[src/rtl/fx_pkg.sv]
// Shared fixed-point helpers: mode encodings and format-derivation constant functions.
package fx_pkg;

    typedef enum logic [1:0] {
        FX_MODE_ADD  = 2'b00,
        FX_MODE_SUB  = 2'b01,
        FX_MODE_ACC  = 2'b10,
        FX_MODE_LOAD = 2'b11
    } fx_mode_e;

    function automatic int fx_max(input int a, input int b);
        return (a > b) ? a : b;
    endfunction

    // Width of the common internal format: one growth bit above the wider integer part.
    function automatic int fx_int_w(input int w1, input int f1, input int w2, input int f2);
        return fx_max(w1 - f1, w2 - f2) + 1 + fx_max(f1, f2);
    endfunction

endpackage

[src/rtl/fx_round_sat.sv]
// Round-half-up and reduce a signed fixed-point value to a narrower output format.
// FX_ADDSUB_SAT_EN defined: out-of-range values saturate; otherwise they wrap.
module fx_round_sat #(
    parameter int IN_W  = 20,
    parameter int IN_F  = 10,
    parameter int OUT_W = 12,
    parameter int OUT_F = 8
) (
    input  logic signed [IN_W-1:0]  in_data,
    output logic        [OUT_W-1:0] out_data,
    output logic                    out_ovf
);

    localparam int SH    = IN_F - OUT_F;
    localparam int EXT_W = IN_W + 1;

    logic signed [EXT_W-1:0] rounded;
    logic signed [EXT_W-1:0] shifted;

    // One extra bit keeps the rounding increment from overflowing the input range.
    generate
        if (SH > 0) begin : g_round
            assign rounded = {in_data[IN_W-1], in_data} + EXT_W'(1 << (SH - 1));
        end else begin : g_exact
            assign rounded = {in_data[IN_W-1], in_data};
        end
    endgenerate

    assign shifted = rounded >>> SH;

    generate
        if (OUT_W < EXT_W) begin : g_reduce
            always_comb begin
                out_ovf  = !((&shifted[EXT_W-1:OUT_W-1]) || !(|shifted[EXT_W-1:OUT_W-1]));
                out_data = shifted[OUT_W-1:0];
`ifdef FX_ADDSUB_SAT_EN
                if (out_ovf)
                    out_data = shifted[EXT_W-1] ? {1'b1, {(OUT_W-1){1'b0}}}
                                                : {1'b0, {(OUT_W-1){1'b1}}};
`endif
            end
        end else begin : g_widen
            assign out_data = OUT_W'(shifted);
            assign out_ovf  = 1'b0;
        end
    endgenerate

endmodule

[src/rtl/fx_addsub_pipe.sv]
// Valid-qualified fixed-point add/sub/accumulate pipeline with format alignment.
// FX_ADDSUB_SAT_EN defined: accumulator and output reduction saturate instead of wrap.
module fx_addsub_pipe
    import fx_pkg::*;
#(
    parameter int IN1_W     = 13,
    parameter int IN1_F     = 10,
    parameter int IN2_W     = 13,
    parameter int IN2_F     = 8,
    parameter int OUT_W     = 12,
    parameter int OUT_F     = 8,
    parameter int ACC_GUARD = 4,
    parameter int LATENCY   = 2
) (
    input  logic             i_clk,
    input  logic             i_rst_n,
    input  logic             i_valid,
    input  logic [1:0]       i_mode,
    input  logic             i_clr,
    input  logic [IN1_W-1:0] i_data_1,
    input  logic [IN2_W-1:0] i_data_2,
    output logic             o_valid,
    output logic [OUT_W-1:0] o_data,
    output logic             o_ovf,
    output logic             o_ovf_sticky
);

    localparam int F_INT = fx_max(IN1_F, IN2_F);
    localparam int INT_W = fx_int_w(IN1_W, IN1_F, IN2_W, IN2_F);
    localparam int ACC_W = INT_W + ACC_GUARD;

    fx_mode_e mode;
    assign mode = fx_mode_e'(i_mode);

    logic signed [INT_W-1:0] a_al, b_al, addsub;
    assign a_al   = {{(INT_W-IN1_W){i_data_1[IN1_W-1]}}, i_data_1} << (F_INT - IN1_F);
    assign b_al   = {{(INT_W-IN2_W){i_data_2[IN2_W-1]}}, i_data_2} << (F_INT - IN2_F);
    assign addsub = (mode == FX_MODE_SUB) ? a_al - b_al : a_al + b_al;

    logic signed [ACC_W-1:0] acc_q, acc_base, acc_add, acc_d, a_acc, res_d, s1_res;
    logic                    s1_valid;

    assign a_acc    = ACC_W'(a_al);
    // Clear applies before the same-cycle sample.
    assign acc_base = i_clr ? '0 : acc_q;

`ifdef FX_ADDSUB_SAT_EN
    logic signed [ACC_W:0] acc_wide;
    assign acc_wide = (ACC_W+1)'(acc_base) + (ACC_W+1)'(a_acc);
    always_comb begin
        acc_add = acc_wide[ACC_W-1:0];
        if (acc_wide[ACC_W] != acc_wide[ACC_W-1])
            acc_add = acc_wide[ACC_W] ? {1'b1, {(ACC_W-1){1'b0}}} : {1'b0, {(ACC_W-1){1'b1}}};
    end
`else
    assign acc_add = acc_base + a_acc;
`endif

    always_comb begin
        acc_d = acc_base;
        res_d = ACC_W'(addsub);
        if (i_valid) begin
            case (mode)
                FX_MODE_ACC: begin
                    acc_d = acc_add;
                    res_d = acc_add;
                end
                FX_MODE_LOAD: begin
                    acc_d = a_acc;
                    res_d = a_acc;
                end
                default: ;
            endcase
        end
    end

    always_ff @(posedge i_clk or negedge i_rst_n) begin
        if (!i_rst_n) begin
            acc_q    <= '0;
            s1_valid <= 1'b0;
            s1_res   <= '0;
        end else begin
            acc_q    <= acc_d;
            s1_valid <= i_valid;
            s1_res   <= res_d;
        end
    end

    logic [OUT_W-1:0] rs_data;
    logic             rs_ovf;

    fx_round_sat #(
        .IN_W (ACC_W),
        .IN_F (F_INT),
        .OUT_W(OUT_W),
        .OUT_F(OUT_F)
    ) u_round_sat (
        .in_data (s1_res),
        .out_data(rs_data),
        .out_ovf (rs_ovf)
    );

    logic             p_valid [2:LATENCY];
    logic [OUT_W-1:0] p_data  [2:LATENCY];
    logic             p_ovf   [2:LATENCY];

    always_ff @(posedge i_clk or negedge i_rst_n) begin
        if (!i_rst_n) begin
            for (int unsigned i = 2; i <= LATENCY; i++) begin
                p_valid[i] <= 1'b0;
                p_data[i]  <= '0;
                p_ovf[i]   <= 1'b0;
            end
        end else begin
            p_valid[2] <= s1_valid;
            p_data[2]  <= rs_data;
            p_ovf[2]   <= s1_valid & rs_ovf;
            for (int unsigned i = 3; i <= LATENCY; i++) begin
                p_valid[i] <= p_valid[i-1];
                p_data[i]  <= p_data[i-1];
                p_ovf[i]   <= p_ovf[i-1];
            end
        end
    end

    assign o_valid = p_valid[LATENCY];
    assign o_data  = p_data[LATENCY];
    assign o_ovf   = p_ovf[LATENCY];

    always_ff @(posedge i_clk or negedge i_rst_n) begin
        if (!i_rst_n)
            o_ovf_sticky <= 1'b0;
        else if (o_valid && o_ovf)
            o_ovf_sticky <= 1'b1;
        else if (i_clr)
            o_ovf_sticky <= 1'b0;
    end

endmodule

[config.mk]
export PLATFORM = sky130hd
export DESIGN_NAME = fx_addsub_pipe
export DESIGN_NICKNAME = d
export VERILOG_FILES = /design/src/rtl/fx_pkg.sv /design/src/rtl/fx_round_sat.sv /design/src/rtl/fx_addsub_pipe.sv
export SDC_FILE = /design/constraint.sdc
export NUM_CORES = 1
export LEC_CHECK = 0
export CAP_MARGIN = 10
export CORE_MARGIN = 5
export CORE_UTILIZATION = 58
export DETAILED_ROUTE_END_ITERATION = 6
export PLACE_DENSITY = 0.82
export SLEW_MARGIN = 25
export SYNTH_ARGS = -nofsm -noshare
export SYNTH_HDL_FRONTEND = slang
export SYNTH_SLANG_ARGS = --single-unit
export TNS_END_PERCENT = 20
[constraint.sdc]
create_clock -name i_clk -period 3.3 [get_ports i_clk]
set_input_delay 0.33 -clock i_clk [delete_from_list [all_inputs] [get_ports i_clk]]
set_output_delay 0.33 -clock i_clk [all_outputs]
set_load 0.05 [all_outputs]
==> impl_results.html, run 1 <==
<table>
<tr><th>Metric</th><th>Value</th></tr>
<tr><th colspan="2">Status</th></tr>
<tr><td>Status</td><td>finished clean</td></tr>
<tr><th colspan="2">Timing</th></tr>
<tr><td>Final hold violation count</td><td>0</td></tr>
<tr><td>Slew @ Worst Pin</td><td>about 0.87 ns</td></tr>
<tr><td>Setup repair after global routing missed its margin</td><td>yes</td></tr>
<tr><td>Total count of max-transition violations in the final report</td><td>0</td></tr>
<tr><td>Final-report setup violation count</td><td>0</td></tr>
<tr><td>Final worst clock skew</td><td>between 0.005 and 0.006 ns</td></tr>
<tr><td>Relative slew slack</td><td>41.91%</td></tr>
<tr><td>Tmin final</td><td>3.146 ns</td></tr>
<tr><td>Fmax achieved</td><td>roughly 0.32 GHz</td></tr>
<tr><td>Final period utilization</td><td>between 90% and 100%</td></tr>
<tr><th colspan="2">Synthesis</th></tr>
<tr><td>Number of cells produced by synthesis</td><td>roughly 500</td></tr>
<tr><td>Syn avg cell area</td><td>between 8 and 9 sq um</td></tr>
<tr><td>Synthesis warning total</td><td>0</td></tr>
<tr><td>Primary flip-flop cell chosen by synthesis mapping</td><td>sky130_fd_sc_hd__dfrtp_1</td></tr>
<tr><td>Synth Area in XOR/XNOR</td><td>between 10% and 20%</td></tr>
<tr><td>Proportion of synthesized flip-flops having asynchronous set or reset</td><td>100.0%</td></tr>
<tr><td>Seq cells post-synth</td><td>55</td></tr>
<tr><td>Number of flops mapped to enable cells by yosys</td><td>0</td></tr>
<tr><td>Number of distinct standard cells referenced by the synthesized netlist</td><td>54</td></tr>
<tr><td>Adder-Cell Fraction of Synth Area</td><td>10.90%</td></tr>
<tr><td>Area share of and/or/nand/nor cells after synthesis</td><td>between 20% and 30%</td></tr>
<tr><td>Post-Synthesis Net Count</td><td>572</td></tr>
<tr><td>Fraction of synthesized area in multiplexers</td><td>1.641%</td></tr>
<tr><td>Main combinational cell family by area after synthesis</td><td>compound AO/OA/AOI/OAI gates</td></tr>
<tr><td>Share of synthesized area occupied by flip-flops and latches</td><td>32.23%</td></tr>
<tr><td>Synthesized cell area</td><td>approximately 0.0043 sq mm</td></tr>
<tr><td>Share of the synthesized area in compound gates (AO/OA/AOI/OAI)</td><td>20.83%</td></tr>
<tr><th colspan="2">Worst setup path</th></tr>
<tr><td>Worst path cell trace</td><td>clkdlybuf4s50_1 &gt; inv_1 &gt; ha_1 &gt; nand2b_1 &gt; nor4_2 &gt; buf_4 &gt; a21oi_1 &gt; xnor2_1 &gt; ha_1 &gt; and4_1 &gt; a221o_1 &gt; a221oi_2 &gt; xnor2_1 &gt; a21oi_2 &gt; o21ai_1</td></tr>
<tr><td>Startpoint kind of the worst setup timing path</td><td>input port</td></tr>
<tr><td>Worst path buffer plus inverter count</td><td>3</td></tr>
<tr><td>Critical setup path kind</td><td>input port to flip-flop</td></tr>
<tr><td>Worst reg2reg setup slack</td><td>slightly above 0.5 ns</td></tr>
<tr><td>Slowest cell on the critical path</td><td>sky130_fd_sc_hd__clkdlybuf4s50_1</td></tr>
<tr><td>Max incr delay on CP</td><td>0.52 ns</td></tr>
<tr><td>Crit path DAT</td><td>~3.3 ns</td></tr>
<tr><td>Required time of the critical path</td><td>roughly 3.5 ns</td></tr>
<tr><td>Setup crit end kind</td><td>flip-flop</td></tr>
<tr><td>Cell class contributing the biggest share of worst-path delay</td><td>compound AO/OA/AOI/OAI gates</td></tr>
<tr><td>Maximum fanout along the worst path</td><td>5</td></tr>
<tr><th colspan="2">Floorplanning</th></tr>
<tr><td>Initial Utilization</td><td>around 59%</td></tr>
<tr><td>Die Ht</td><td>95.81 um</td></tr>
<tr><td>Number of placement rows</td><td>31</td></tr>
<tr><td>Number of I/O pins</td><td>between 40 and 50</td></tr>
<tr><td>Horizontal die dimension</td><td>between 90 and 100 um</td></tr>
<tr><td>Area of the die</td><td>roughly 0.0092 sq mm</td></tr>
<tr><td>Area of the core</td><td>0.007214 sq mm</td></tr>
<tr><th colspan="2">Detailed routing</th></tr>
<tr><td>Average detailed-routed wire length per instance</td><td>15.12 um</td></tr>
<tr><td>First-iteration detailed-routing DRC count</td><td>260</td></tr>
<tr><td>Routed WL</td><td>roughly 11,000 um</td></tr>
<tr><td>First-pass iteration count of the detailed router</td><td>4</td></tr>
<tr><td>Post-route antenna net violation count</td><td>0</td></tr>
<tr><td>Top Metal Used</td><td>met4</td></tr>
<tr><td>Total number of vias</td><td>around 4,000</td></tr>
<tr><td>Met1 layer wirelength in the final routing</td><td>about 4400 um</td></tr>
<tr><td>Routed met3 length</td><td>604 um</td></tr>
<tr><td>Number of design rule violations left after detail routing</td><td>0</td></tr>
<tr><td>Routed length on met2</td><td>roughly 5500 um</td></tr>
<tr><td>Via density</td><td>5.660</td></tr>
<tr><th colspan="2">Placement</th></tr>
<tr><td>Post-DP Area</td><td>roughly 0.0053 sq mm</td></tr>
<tr><td>Total half-perimeter wirelength after legalization and detailed placement</td><td>between 8000 and 9000 um</td></tr>
<tr><td>Routability congestion estimate</td><td>roughly 0.95</td></tr>
<tr><td>IO Port Bufs</td><td>between 40 and 50</td></tr>
<tr><th colspan="2">GRT</th></tr>
<tr><td>Wire length of the first global-routing pass</td><td>17,770 um</td></tr>
<tr><td>GRT Residual Overflow</td><td>0</td></tr>
<tr><td>Largest net degree at the start of global routing</td><td>41</td></tr>
<tr><td>Vias in the first global route</td><td>~4,000</td></tr>
<tr><td>Antenna violations before repair</td><td>0</td></tr>
<tr><td>All-Layer GR Usage</td><td>24.71%</td></tr>
<tr><th colspan="2">Final layout</th></tr>
<tr><td>Area taken by flip-flops and latches</td><td>between 0.001 and 0.0015 sq mm</td></tr>
<tr><td>Share of cells above drive strength 1</td><td>about 17%</td></tr>
<tr><td>Number of diodes added for antenna fixing</td><td>0</td></tr>
<tr><td>Growth of design area from synthesis to finish</td><td>27.98%</td></tr>
<tr><td>Layout filler cell count</td><td>roughly 530</td></tr>
<tr><td>Final design area excluding fillers</td><td>0.005465 sq mm</td></tr>
<tr><td>Footprint of the multi-input gates</td><td>between 0.002 and 0.003 sq mm</td></tr>
<tr><td>Net total in the final layout</td><td>679</td></tr>
<tr><td>Post-layout util</td><td>75.75%</td></tr>
<tr><th colspan="2">CTS</th></tr>
<tr><td>CTS tree</td><td>yes</td></tr>
<tr><td>Hold buffers post-CTS</td><td>0</td></tr>
<tr><td>Post-CTS setup buffers</td><td>0</td></tr>
<tr><td>Clock tree root buffer cell</td><td>sky130_fd_sc_hd__clkbuf_8</td></tr>
<tr><td>Count of clock tree sinks</td><td>55</td></tr>
<tr><td>Clock insertion delay at the later pin of the skew report</td><td>slightly above 0.3 ns</td></tr>
<tr><td>Clock-pin slew reported for the worst setup and hold paths after clock tree synthesis</td><td>about 0.1 ns</td></tr>
<tr><td>Clock tree buffer depth</td><td>2</td></tr>
<tr><td>Number of buffers created by CTS</td><td>5</td></tr>
<tr><td>H-Tree Level Count</td><td>2</td></tr>
<tr><th colspan="2">Run</th></tr>
<tr><td>Number of max-cap violations</td><td>0</td></tr>
<tr><th colspan="2">Power</th></tr>
<tr><td>Leakage</td><td>approximately 2.5 nW</td></tr>
<tr><td>Worst-case vdd ir drop</td><td>between 0.00015 and 0.0002 V</td></tr>
<tr><td>Pwr/cell area</td><td>roughly 440 mW/mm^2</td></tr>
<tr><th colspan="2">Min path</th></tr>
<tr><td>Worst min-delay path class</td><td>input port to async pin</td></tr>
</table>
-- metal layers --
metal	GRT usage, %	vias to the layer above
met4	7.701	0
met1	30.09	1898
met2	45.17	112
met5	0	-
met3	3.049	13
li1	-	2001
-- power by group --
group	switching [W]	leakage [nW]	total (W)	internal, W
sequential	0.0000813	0.674	0.000883	0.000802
clock	0.000232	0.0548	0.000460	0.000229
combinational	0.000595	1.78	0.00106	0.000470
-- synth_stat cells, drive strengths merged (2+ instances only) --
master | n | area (sq um)
xnor2 | 38 | 332.8
o22ai | 3 | 18.77
a221oi | 3 | 32.53
a31oi | 6 | 37.54
and3 | 9 | 61.31
nand2 | 62 | 232.7
a221o | 3 | 30.03
ha | 34 | 425.4
a211oi | 9 | 67.56
nand2b | 4 | 25.02
or2 | 2 | 12.51
nor3 | 10 | 50.05
nor4 | 3 | 18.77
o211ai | 2 | 15.01
o21a | 6 | 45.04
a21oi | 40 | 207.7
a21o | 9 | 71.32
nor2 | 42 | 157.7
a311oi | 2 | 35.04
mux2i | 7 | 70.07
fa | 2 | 40.04
dfrtp | 55 | 1376
inv | 13 | 48.80
a2111oi | 2 | 17.52
buf | 3 | 12.51
clkbuf | 16 | 61.30
and2 | 4 | 25.02
nand4 | 2 | 12.51
xor2 | 16 | 140.1
o21bai | 3 | 22.52
o21ai | 41 | 212.7
and4 | 3 | 26.28
nand3 | 14 | 70.07
nor2b | 24 | 150.1
-- what timing repair did --
| item | in CTS | in global routing |
|---|---|---|
| endpoints found under the setup margin | 0 | 9 |
| hold endpoints to repair | 0 | 0 |
| gates resized for setup | 0 | 9 |
-- worst reg2reg max path, cell delays in order, from the launching register on --
cell and delay, ns:
sky130_fd_sc_hd__dfrtp_1 0.38, sky130_fd_sc_hd__nor2b_1 0.14, sky130_fd_sc_hd__ha_1 0.21, sky130_fd_sc_hd__fa_1 0.39
sky130_fd_sc_hd__a211oi_1 0.30, sky130_fd_sc_hd__o211ai_1 0.20, sky130_fd_sc_hd__a21oi_1 0.26, sky130_fd_sc_hd__o21ai_0 0.15
sky130_fd_sc_hd__a21oi_1 0.20, sky130_fd_sc_hd__xnor2_1 0.11, sky130_fd_sc_hd__a221o_1 0.32
-- layout make-up --
cell class | instances | area share [%]
clock buffers | 5 | 1.259
clock inverters | 3 | 0.8471
inverters | 13 | 0.8929
multi-input cells | 417 | 51.19
flip-flops and latches | 55 | 25.18
well taps | 99 | 2.266
repair buffers | 119 | 18.36
-- metrics by stage --
stage	hold slack [ns]	instances	total power [W]	setup WS, ns	TNS [ns]
after floorplan	0.03441	504	0.001540	0.3342	0
after global placement	0.3696	703	0.001904	-0.1087	-0.4227
after detailed placement	0.3847	703	0.001945	-0.2400	-1.380
after CTS	0.1424	711	0.002401	0.06702	0
after global routing	0.1953	711	0.002550	-0.04484	-0.1149
final	0.1219	711	0.002409	0.1540	0
-- flip-flops by register name (all words and copies together) (netlist names) --
name,cells
s1_valid,1
acc_q,20
s1_res,19
o_ovf_sticky,1
o_valid,1
o_ovf,1
o_data,12
-- kinds of logic after synthesis --
kind of cell / count (synthesis)
compound gates: 137
xor+xnor: 54
fa+ha+maj: 36
buf+inv: 32
flops: 55
mux: 7
simple gates: 183
-- cells in the final DEF (no fill, tap or decap), types with 16 or more instances in the layout --
cell,n
sky130_fd_sc_hd__ha_1,34
sky130_fd_sc_hd__nor2b_1,24
sky130_fd_sc_hd__xnor2_1,38
sky130_fd_sc_hd__buf_4,73
sky130_fd_sc_hd__dfrtp_1,55
sky130_fd_sc_hd__a21oi_1,38
sky130_fd_sc_hd__clkdlybuf4s50_1,45
sky130_fd_sc_hd__o21ai_0,36
sky130_fd_sc_hd__xor2_1,16
sky130_fd_sc_hd__nand2_1,62
sky130_fd_sc_hd__nor2_1,42
-- worst paths after layout --
path                            depth (start not counted)                   end                from
min in group i_clk                                      0     o_valid$_DFF_PN0_  s1_valid$_DFF_PN0_
worst min register to register                          0     o_valid$_DFF_PN0_  s1_valid$_DFF_PN0_
worst min-delay path                                    1   s1_res[2]$_DFF_PN0_             i_rst_n
worst max register to register                         10   acc_q[16]$_DFF_PN0_  acc_q[0]$_DFF_PN0_
worst max-delay path                                   15  s1_res[19]$_DFF_PN0_         i_data_2[0]
max in group asynchronous                               2       o_ovf$_DFF_PN0_             i_rst_n
Note: power is estimated with default switching activity, not from simulation.
==> run 2, diff against run 1 <==
SKIP_LAST_GASP = 1   (was unset)
==> impl_results.html, run 2 (synthesized netlist as in run 1, its figures left out) <==
<table>
<tr><th>Metric</th><th>Value</th></tr>
<tr><th colspan="2">Detailed routing</th></tr>
<tr><td>First-pass iteration count of the detailed router</td><td>4</td></tr>
<tr><td>Routed WL</td><td>roughly 11,000 um</td></tr>
<tr><td>Post-route antenna net violation count</td><td>0</td></tr>
<tr><td>Via density</td><td>roughly 5.7</td></tr>
<tr><td>Total number of vias</td><td>slightly above 4,000</td></tr>
<tr><td>First-iteration detailed-routing DRC count</td><td>250</td></tr>
<tr><td>Average detailed-routed wire length per instance</td><td>15.14 um</td></tr>
<tr><td>Number of design rule violations left after detail routing</td><td>0</td></tr>
<tr><th colspan="2">Timing</th></tr>
<tr><td>Final hold violation count</td><td>0</td></tr>
<tr><td>Final worst clock skew</td><td>0.003484 ns</td></tr>
<tr><td>Relative slew slack</td><td>42.10%</td></tr>
<tr><td>Fmax achieved</td><td>about 0.32 GHz</td></tr>
<tr><td>Final setup TNS</td><td>0 ns</td></tr>
<tr><td>Slew @ Worst Pin</td><td>a little under 0.9 ns</td></tr>
<tr><td>Total count of max-transition violations in the final report</td><td>0</td></tr>
<tr><td>Setup repair after global routing missed its margin</td><td>yes</td></tr>
<tr><td>Final period utilization</td><td>around 96%</td></tr>
<tr><td>Final-report setup violation count</td><td>0</td></tr>
<tr><td>Tmin final</td><td>between 3 and 4 ns</td></tr>
<tr><th colspan="2">Power</th></tr>
<tr><td>Leakage</td><td>about 2.5 nW</td></tr>
<tr><td>Worst-case vdd ir drop</td><td>approximately 0.00019 V</td></tr>
<tr><td>Pwr/cell area</td><td>around 440 mW/mm^2</td></tr>
<tr><td>Power after layout</td><td>approximately 0.0024 W</td></tr>
<tr><th colspan="2">GRT</th></tr>
<tr><td>Wire length of the first global-routing pass</td><td>roughly 18,000 um</td></tr>
<tr><td>Largest net degree at the start of global routing</td><td>41</td></tr>
<tr><td>Vias in the first global route</td><td>3,984</td></tr>
<tr><td>All-Layer GR Usage</td><td>between 20% and 30%</td></tr>
<tr><td>Antenna violations before repair</td><td>0</td></tr>
<tr><td>GRT Residual Overflow</td><td>0</td></tr>
<tr><th colspan="2">Status</th></tr>
<tr><td>Status</td><td>finished clean</td></tr>
<tr><th colspan="2">Worst setup path</th></tr>
<tr><td>Max incr delay on CP</td><td>around 0.52 ns</td></tr>
<tr><td>Startpoint kind of the worst setup timing path</td><td>input port</td></tr>
<tr><td>Required time of the critical path</td><td>approximately 3.5 ns</td></tr>
<tr><td>Maximum fanout along the worst path</td><td>5</td></tr>
<tr><td>Worst reg2reg setup slack</td><td>approximately 0.51 ns</td></tr>
<tr><td>Cell class contributing the biggest share of worst-path delay</td><td>compound AO/OA/AOI/OAI gates</td></tr>
<tr><td>RR Endpoint</td><td>acc_q[16]$_DFF_PN0_</td></tr>
<tr><td>Worst path buffer plus inverter count</td><td>3</td></tr>
<tr><td>R2R cell count</td><td>10</td></tr>
<tr><td>Slowest cell on the critical path</td><td>sky130_fd_sc_hd__clkdlybuf4s50_1</td></tr>
<tr><td>Startpoint of the worst register-to-register path</td><td>acc_q[0]$_DFF_PN0_</td></tr>
<tr><td>Crit path DAT</td><td>around 3.4 ns</td></tr>
<tr><td>Setup crit end kind</td><td>flip-flop</td></tr>
<tr><td>Worst path cell trace</td><td>clkdlybuf4s50_1 &gt; inv_1 &gt; ha_1 &gt; nand2b_1 &gt; nor4_2 &gt; buf_4 &gt; a21oi_1 &gt; xnor2_1 &gt; ha_1 &gt; and4_1 &gt; a221o_1 &gt; a221oi_2 &gt; xnor2_1 &gt; a21oi_2 &gt; o21ai_0</td></tr>
<tr><td>Critical setup path kind</td><td>input port to flip-flop</td></tr>
<tr><th colspan="2">Placement</th></tr>
<tr><td>Routability congestion estimate</td><td>~0.95</td></tr>
<tr><td>Post-DP Area</td><td>approximately 0.0053 sq mm</td></tr>
<tr><td>Total half-perimeter wirelength after legalization and detailed placement</td><td>between 8000 and 9000 um</td></tr>
<tr><td>IO Port Bufs</td><td>46</td></tr>
<tr><th colspan="2">Final layout</th></tr>
<tr><td>Net total in the final layout</td><td>about 680</td></tr>
<tr><td>Number of diodes added for antenna fixing</td><td>0</td></tr>
<tr><td>Commonest non-fill, non-tap cell in the layout</td><td>sky130_fd_sc_hd__buf_4</td></tr>
<tr><td>Share of cells above drive strength 1</td><td>16.34%</td></tr>
<tr><td>Reg with most FFs</td><td>acc_q</td></tr>
<tr><td>Growth of design area from synthesis to finish</td><td>27.86%</td></tr>
<tr><td>Number of flip-flops in the largest register</td><td>20</td></tr>
<tr><td>Layout filler cell count</td><td>roughly 530</td></tr>
<tr><td>Final design area excluding fillers</td><td>approximately 0.0055 sq mm</td></tr>
<tr><td>Post-layout util</td><td>75.69%</td></tr>
<tr><td>Top library cells by usage in the layout, fill and taps aside</td><td>sky130_fd_sc_hd__buf_4, sky130_fd_sc_hd__nand2_1, sky130_fd_sc_hd__dfrtp_1, sky130_fd_sc_hd__clkdlybuf4s50_1, sky130_fd_sc_hd__nor2_1</td></tr>
<tr><th colspan="2">CTS</th></tr>
<tr><td>H-Tree Level Count</td><td>2</td></tr>
<tr><td>Clock-pin slew reported for the worst setup and hold paths after clock tree synthesis</td><td>around 0.1 ns</td></tr>
<tr><td>Post-CTS setup buffers</td><td>0</td></tr>
<tr><td>Number of buffers created by CTS</td><td>5</td></tr>
<tr><td>Clock tree buffer depth</td><td>2</td></tr>
<tr><td>Clock tree root buffer cell</td><td>sky130_fd_sc_hd__clkbuf_8</td></tr>
<tr><td>Count of clock tree sinks</td><td>55</td></tr>
<tr><td>CTS tree</td><td>yes</td></tr>
<tr><td>Clock insertion delay at the later pin of the skew report</td><td>just over 0.3 ns</td></tr>
<tr><th colspan="2">Floorplanning</th></tr>
<tr><td>Number of I/O pins</td><td>47</td></tr>
<tr><td>Area of the core</td><td>between 0.007 and 0.008 sq mm</td></tr>
<tr><td>Die Ht</td><td>approximately 96 um</td></tr>
<tr><td>Number of placement rows</td><td>31</td></tr>
<tr><td>Initial Utilization</td><td>between 50% and 60%</td></tr>
<tr><td>Horizontal die dimension</td><td>approximately 96 um</td></tr>
<tr><td>Area of the die</td><td>roughly 0.0092 sq mm</td></tr>
<tr><th colspan="2">Min path</th></tr>
<tr><td>Worst min-delay path class</td><td>input port to async pin</td></tr>
<tr><th colspan="2">Run</th></tr>
<tr><td>Number of max-cap violations</td><td>0</td></tr>
</table>
run 2: final cells by class:
class,instances,area [sq um],share of cell area (%)
multi-input cells,417,2793,51.15
well taps,99,123.9,2.269
inverters,13,48.80,0.8937
flip-flops and latches,55,1376,25.21
clock inverters,3,46.29,0.8478
repair buffers,119,1003,18.38
clock buffers,5,68.82,1.260
run 2: per-stage QoR:
stage / setup slack (ns) / cells / hold slack [ns]
after CTS: 0.06702 / 711 / 0.1424
after global routing: -0.06959 / 711 / 0.1953
final: 0.1317 / 711 / 0.1267
after detailed placement: -0.2400 / 703 / 0.3847
after floorplan: 0.3342 / 504 / 0.03441
after global placement: -0.1087 / 703 / 0.3696
run 2: what timing repair did:
action | 4_1_cts | 5_1_grt
hold buffers | 0 | 0
endpoints found under the setup margin | 0 | 9
gates resized for setup | 0 | 7
run 2: per-layer routing:
metal	vias up	track usage (%)	part of all wire [%]
li1	2003	-	-
met2	121	45.17	51
met3	15	3.049	6.7
met5	-	0	0
met1	1887	30.09	41
met4	0	7.701	1.8
run 2: how the worst max path moves through the flow:
stage	startpoint	end	slack, ns	cells past startpoint
after floorplan	i_mode[0]	s1_res[17]$_DFF_PN0_	0.33	12
after global placement	i_data_2[0]	s1_res[11]$_DFF_PN0_	-0.11	14
after detailed placement	i_data_2[0]	s1_res[13]$_DFF_PN0_	-0.24	13
after CTS	i_data_2[0]	s1_res[13]$_DFF_PN0_	0.07	13
after global routing	i_data_2[1]	s1_res[18]$_DFF_PN0_	-0.07	15
final	i_data_2[0]	s1_res[18]$_DFF_PN0_	0.13	15
run 2: power breakdown:
part / switching [W] / internal (W)
Sequential: 0.0000808 / 0.000802
Combinational: 0.000595 / 0.000469
Clock: 0.000230 / 0.000229
Total: 0.000906 / 0.00150
run 2: worst register-to-register path, delay by kind of cell, from the launching register on:
kind,cells,cell delay (ns)
flip-flops,1,0.38
adder cells (fa/ha/maj),2,0.60
XOR/XNOR,1,0.11
AND/OR/NAND/NOR,1,0.14
AO/OA/AOI/OAI,6,1.44
==> run 3, diff against run 2 <==
ABC_AREA = 1   (was unset)
CELL_PAD_IN_SITES_DETAIL_PLACEMENT = 1   (was unset)
CELL_PAD_IN_SITES_GLOBAL_PLACEMENT = 1   (was unset)
CORE_UTILIZATION = 41   (was 58)
GPL_ROUTABILITY_DRIVEN = 0   (was unset)
PLACE_DENSITY = unset   (was 0.82)
PLACE_DENSITY_LB_ADDON = 0.1   (was unset)
==> impl_results.html, run 3 <==
<table>
<tr><th>Metric</th><th>Value</th></tr>
<tr><th colspan="2">Placement</th></tr>
<tr><td>Total half-perimeter wirelength after legalization and detailed placement</td><td>12,420 um</td></tr>
<tr><td>IO Port Bufs</td><td>46</td></tr>
<tr><th colspan="2">Power</th></tr>
<tr><td>Leakage</td><td>around 3 nW</td></tr>
<tr><td>Combinational cell fraction of total power</td><td>41.5%</td></tr>
<tr><td>Switching portion of total power</td><td>around 40%</td></tr>
<tr><td>Worst-case vdd ir drop</td><td>around 0.00028 V</td></tr>
<tr><td>Seq pwr share</td><td>approximately 36%</td></tr>
<tr><td>Psw</td><td>about 0.001 W</td></tr>
<tr><td>Clk pwr share</td><td>22.1%</td></tr>
<tr><td>Internal power contribution</td><td>0.001425 W</td></tr>
<tr><td>Power after layout</td><td>~0.0024 W</td></tr>
<tr><td>Pwr/cell area</td><td>~430 mW/mm^2</td></tr>
<tr><th colspan="2">Final layout</th></tr>
<tr><td>Number of flip-flops in the largest register</td><td>20</td></tr>
<tr><td>Net total in the final layout</td><td>between 800 and 900</td></tr>
<tr><td>Growth of design area from synthesis to finish</td><td>16.83%</td></tr>
<tr><td>Share of cells above drive strength 1</td><td>around 5.3%</td></tr>
<tr><td>Number of diodes added for antenna fixing</td><td>0</td></tr>
<tr><td>Commonest non-fill, non-tap cell in the layout</td><td>sky130_fd_sc_hd__nand2_1</td></tr>
<tr><td>Post-layout util</td><td>around 50%</td></tr>
<tr><td>Top library cells by usage in the layout, fill and taps aside</td><td>sky130_fd_sc_hd__nand2_1, sky130_fd_sc_hd__inv_1, sky130_fd_sc_hd__nor2_1, sky130_fd_sc_hd__dfrtp_1, sky130_fd_sc_hd__nand3_1</td></tr>
<tr><td>Reg with most FFs</td><td>acc_q</td></tr>
<tr><th colspan="2">Synthesis</th></tr>
<tr><td>Adder-Cell Fraction of Synth Area</td><td>roughly 10%</td></tr>
<tr><td>Synthesized cell area</td><td>between 0.004 and 0.005 sq mm</td></tr>
<tr><td>Syn avg cell area</td><td>~6.4 sq um</td></tr>
<tr><td>Post-Synthesis Net Count</td><td>slightly above 800</td></tr>
<tr><td>Most used standard cells in the synthesized netlist</td><td>sky130_fd_sc_hd__nand2_1, sky130_fd_sc_hd__inv_1, sky130_fd_sc_hd__nor2_1, sky130_fd_sc_hd__dfrtp_1, sky130_fd_sc_hd__nand3_1</td></tr>
<tr><td>Main combinational cell family by area after synthesis</td><td>simple AND/OR/NAND/NOR gates</td></tr>
<tr><td>Synth Area in XOR/XNOR</td><td>6.194%</td></tr>
<tr><td>Share of the synthesized area in the top cell type</td><td>28.75%</td></tr>
<tr><td>Synthesis warning total</td><td>0</td></tr>
<tr><td>Number of distinct standard cells referenced by the synthesized netlist</td><td>33</td></tr>
<tr><td>Proportion of synthesized flip-flops having asynchronous set or reset</td><td>100.0%</td></tr>
<tr><td>Seq cells post-synth</td><td>55</td></tr>
<tr><td>Number of flops mapped to enable cells by yosys</td><td>0</td></tr>
<tr><td>Fraction of synthesized area in multiplexers</td><td>0%</td></tr>
<tr><td>Primary flip-flop cell chosen by synthesis mapping</td><td>sky130_fd_sc_hd__dfrtp_1</td></tr>
<tr><td>Share of the synthesized area in compound gates (AO/OA/AOI/OAI)</td><td>under 10%</td></tr>
<tr><td>Number of cells produced by synthesis</td><td>between 700 and 800</td></tr>
<tr><td>Top post-synthesis cells by area</td><td>sky130_fd_sc_hd__dfrtp_1, sky130_fd_sc_hd__nand2_1, sky130_fd_sc_hd__ha_1, sky130_fd_sc_hd__inv_1, sky130_fd_sc_hd__nor2_1</td></tr>
<tr><td>Area share of and/or/nand/nor cells after synthesis</td><td>a little under two fifths</td></tr>
<tr><td>Largest area contributor in the synthesized netlist</td><td>sky130_fd_sc_hd__dfrtp_1</td></tr>
<tr><td>Most used standard cell by instance count after synthesis</td><td>sky130_fd_sc_hd__nand2_1</td></tr>
<tr><td>Share of synthesized area occupied by flip-flops and latches</td><td>between 20 and 30%</td></tr>
<tr><th colspan="2">Detailed routing</th></tr>
<tr><td>Number of design rule violations left after detail routing</td><td>0</td></tr>
<tr><td>Via density</td><td>~5.1</td></tr>
<tr><td>Routed WL</td><td>approximately 15,000 um</td></tr>
<tr><td>First-iteration detailed-routing DRC count</td><td>around 180</td></tr>
<tr><td>Average detailed-routed wire length per instance</td><td>around 16 um</td></tr>
<tr><td>Post-route antenna net violation count</td><td>0</td></tr>
<tr><td>First-pass iteration count of the detailed router</td><td>4</td></tr>
<tr><td>Total number of vias</td><td>between 4,000 and 5,000</td></tr>
<tr><th colspan="2">Timing</th></tr>
<tr><td>Final-report setup violation count</td><td>0</td></tr>
<tr><td>Setup repair after global routing missed its margin</td><td>no</td></tr>
<tr><td>Final period utilization</td><td>around nine tenths</td></tr>
<tr><td>Slew @ Worst Pin</td><td>0.6870 ns</td></tr>
<tr><td>Final hold violation count</td><td>0</td></tr>
<tr><td>Final worst hold slack</td><td>about 0.067 ns</td></tr>
<tr><td>Total count of max-transition violations in the final report</td><td>0</td></tr>
<tr><td>Final worst clock skew</td><td>~0.012 ns</td></tr>
<tr><td>Relative slew slack</td><td>between 50 and 60%</td></tr>
<tr><td>Fmax achieved</td><td>around 0.33 GHz</td></tr>
<tr><td>Tmin final</td><td>3.009 ns</td></tr>
<tr><th colspan="2">Floorplanning</th></tr>
<tr><td>Initial Utilization</td><td>a little over two fifths</td></tr>
<tr><td>Area of the die</td><td>between 0.01 and 0.015 sq mm</td></tr>
<tr><td>Die Ht</td><td>about 120 um</td></tr>
<tr><td>Area of the core</td><td>0.01142 sq mm</td></tr>
<tr><td>Number of placement rows</td><td>39</td></tr>
<tr><td>Horizontal die dimension</td><td>around 120 um</td></tr>
<tr><td>Number of I/O pins</td><td>47</td></tr>
<tr><th colspan="2">Worst setup path</th></tr>
<tr><td>Setup crit end kind</td><td>flip-flop</td></tr>
<tr><td>Max incr delay on CP</td><td>approximately 0.42 ns</td></tr>
<tr><td>Critical setup path kind</td><td>input port to flip-flop</td></tr>
<tr><td>Required time of the critical path</td><td>3.48 ns</td></tr>
<tr><td>Maximum fanout along the worst path</td><td>5</td></tr>
<tr><td>Worst path cell trace</td><td>clkdlybuf4s50_1 &gt; inv_1 &gt; ha_1 &gt; nor3b_2 &gt; nand3_1 &gt; o31ai_1 &gt; o21ai_1 &gt; xor2_1 &gt; ha_1 &gt; inv_1 &gt; nor3_1 &gt; nand2_1 &gt; o21ai_0 &gt; nand3_1 &gt; nand3_2 &gt; nand2_1</td></tr>
<tr><td>Startpoint kind of the worst setup timing path</td><td>input port</td></tr>
<tr><td>Cell class contributing the biggest share of worst-path delay</td><td>simple AND/OR/NAND/NOR gates</td></tr>
<tr><td>Crit path DAT</td><td>~3.2 ns</td></tr>
<tr><td>Slowest cell on the critical path</td><td>sky130_fd_sc_hd__clkdlybuf4s50_1</td></tr>
<tr><td>Worst path buffer plus inverter count</td><td>3</td></tr>
<tr><th colspan="2">GRT</th></tr>
<tr><td>GRT Residual Overflow</td><td>0</td></tr>
<tr><td>Met3 layer usage reported by global route</td><td>around 2.8%</td></tr>
<tr><td>Top Usage Layer GRT</td><td>met2</td></tr>
<tr><td>Wire length of the first global-routing pass</td><td>between 20,000 and 30,000 um</td></tr>
<tr><td>Global routing met2 resource utilization</td><td>38.15%</td></tr>
<tr><td>All-Layer GR Usage</td><td>a little over a fifth</td></tr>
<tr><td>Met1 routing resource usage after global routing</td><td>28.17%</td></tr>
<tr><td>Largest net degree at the start of global routing</td><td>31</td></tr>
<tr><td>Antenna violations before repair</td><td>0</td></tr>
<tr><td>Vias in the first global route</td><td>between 5,000 and 6,000</td></tr>
<tr><th colspan="2">CTS</th></tr>
<tr><td>Clock insertion delay at the later pin of the skew report</td><td>0.30 ns</td></tr>
<tr><td>CTS tree</td><td>yes</td></tr>
<tr><td>Clock-pin slew reported for the worst setup and hold paths after clock tree synthesis</td><td>roughly 0.07 ns</td></tr>
<tr><td>Clock tree root buffer cell</td><td>sky130_fd_sc_hd__clkbuf_16</td></tr>
<tr><td>H-Tree Level Count</td><td>2</td></tr>
<tr><td>Hold buffers post-CTS</td><td>0</td></tr>
<tr><td>Clock tree buffer depth</td><td>2</td></tr>
<tr><td>Number of buffers created by CTS</td><td>5</td></tr>
<tr><td>Count of clock tree sinks</td><td>55</td></tr>
<tr><th colspan="2">Run</th></tr>
<tr><td>Number of max-cap violations</td><td>0</td></tr>
<tr><th colspan="2">Status</th></tr>
<tr><td>Status</td><td>finished clean</td></tr>
<tr><th colspan="2">Min path</th></tr>
<tr><td>Worst min-delay path class</td><td>input port to async pin</td></tr>
</table>
-- run 3: cell count changes after synthesis, sizes merged, moves of 11 or more --
cell / change
nand2: +209
inv: +91
nor2: +46
nand3: +34
xnor2: -25
nor2b: -24
clkbuf: -11
-- run 3: cells by family after synthesis --
family,Yosys count
xor gates and xnor gates,33
and+or+nand+nor,436
adders and majority gates,36
buffers and inverters,113
AOI/OAI and AO/OA,74
DFF,55
-- run 3: final timing paths --
kind	slack [ns]	end	start	depth (start not counted)
worst max-delay path	0.29	s1_res[17]$_DFF_PN0_	i_data_2[0]	16
worst min-delay path	0.07	acc_q[17]$_DFF_PN0_	i_rst_n	1
worst max register to register	0.95	s1_res[6]$_DFF_PN0_	acc_q[0]$_DFF_PN0_	13
worst min register to register	0.39	o_valid$_DFF_PN0_	s1_valid$_DFF_PN0_	0
max in group asynchronous	2.43	acc_q[13]$_DFF_PN0_	i_rst_n	2
min in group i_clk	0.39	o_valid$_DFF_PN0_	s1_valid$_DFF_PN0_	0
-- run 3: worst reg2reg max path: stages, from the launching register on --
cell and delay (ns):
sky130_fd_sc_hd__dfrtp_1 0.36, sky130_fd_sc_hd__nand2_1 0.08, sky130_fd_sc_hd__inv_1 0.04, sky130_fd_sc_hd__ha_1 0.23, sky130_fd_sc_hd__fa_1 0.46, sky130_fd_sc_hd__nand3_1 0.11, sky130_fd_sc_hd__nand3_1 0.13, sky130_fd_sc_hd__nand2_1 0.10
sky130_fd_sc_hd__nand2_1 0.09, sky130_fd_sc_hd__or2_2 0.29, sky130_fd_sc_hd__nand3_1 0.07, sky130_fd_sc_hd__nand2_1 0.07, sky130_fd_sc_hd__nand2_1 0.07, sky130_fd_sc_hd__o21ai_0 0.12
-- run 3: metal layers --
| layer | share of wire [%] | up-vias |
|---|---|---|
| li1 | - | 2438 |
| met1 | 47 | 2301 |
| met2 | 49 | 64 |
| met3 | 2.2 | 20 |
| met4 | 1.8 | 0 |
| met5 | 0 | - |
-- run 3: power by group through the flow --
stage	combinational, W	sequential (W)	clock [W]
after floorplan	0.000518	0.00102	0
after global placement	0.000968	0.000885	0
after detailed placement	0.00100	0.000891	0
after CTS	0.00101	0.000877	0.000545
after global routing	0.00111	0.000892	0.000579
final	0.00100	0.000878	0.000534
-- run 3: what timing repair did --
item | CTS | global route
endpoints found under the setup margin | 0 | 1
setup buffers | 0 | 0
resized for setup | 0 | 1
-- run 3: final cells by class --
class	count	area, sq um
Clock inverter	3	22.52
Clock buffer	5	125.1
Inverter	105	394.1
Timing Repair Buffer	53	508.0
Sequential cell	55	1376
Multi-Input combinational cell	579	2988
Tap cell	143	178.9
Fill cell	1563	5826
-- run 3: through the flow --
step	instance area [sq um]	setup TNS, ns	instances	setup slack [ns]
floorplan	4787	0	747	0.7395
global placement	5443	0	935	0.06113
detailed placement	5443	-0.1604	935	-0.04139
CTS	5590	0	943	0.2736
global route	5593	0	943	0.03802
finish	5593	0	943	0.2915
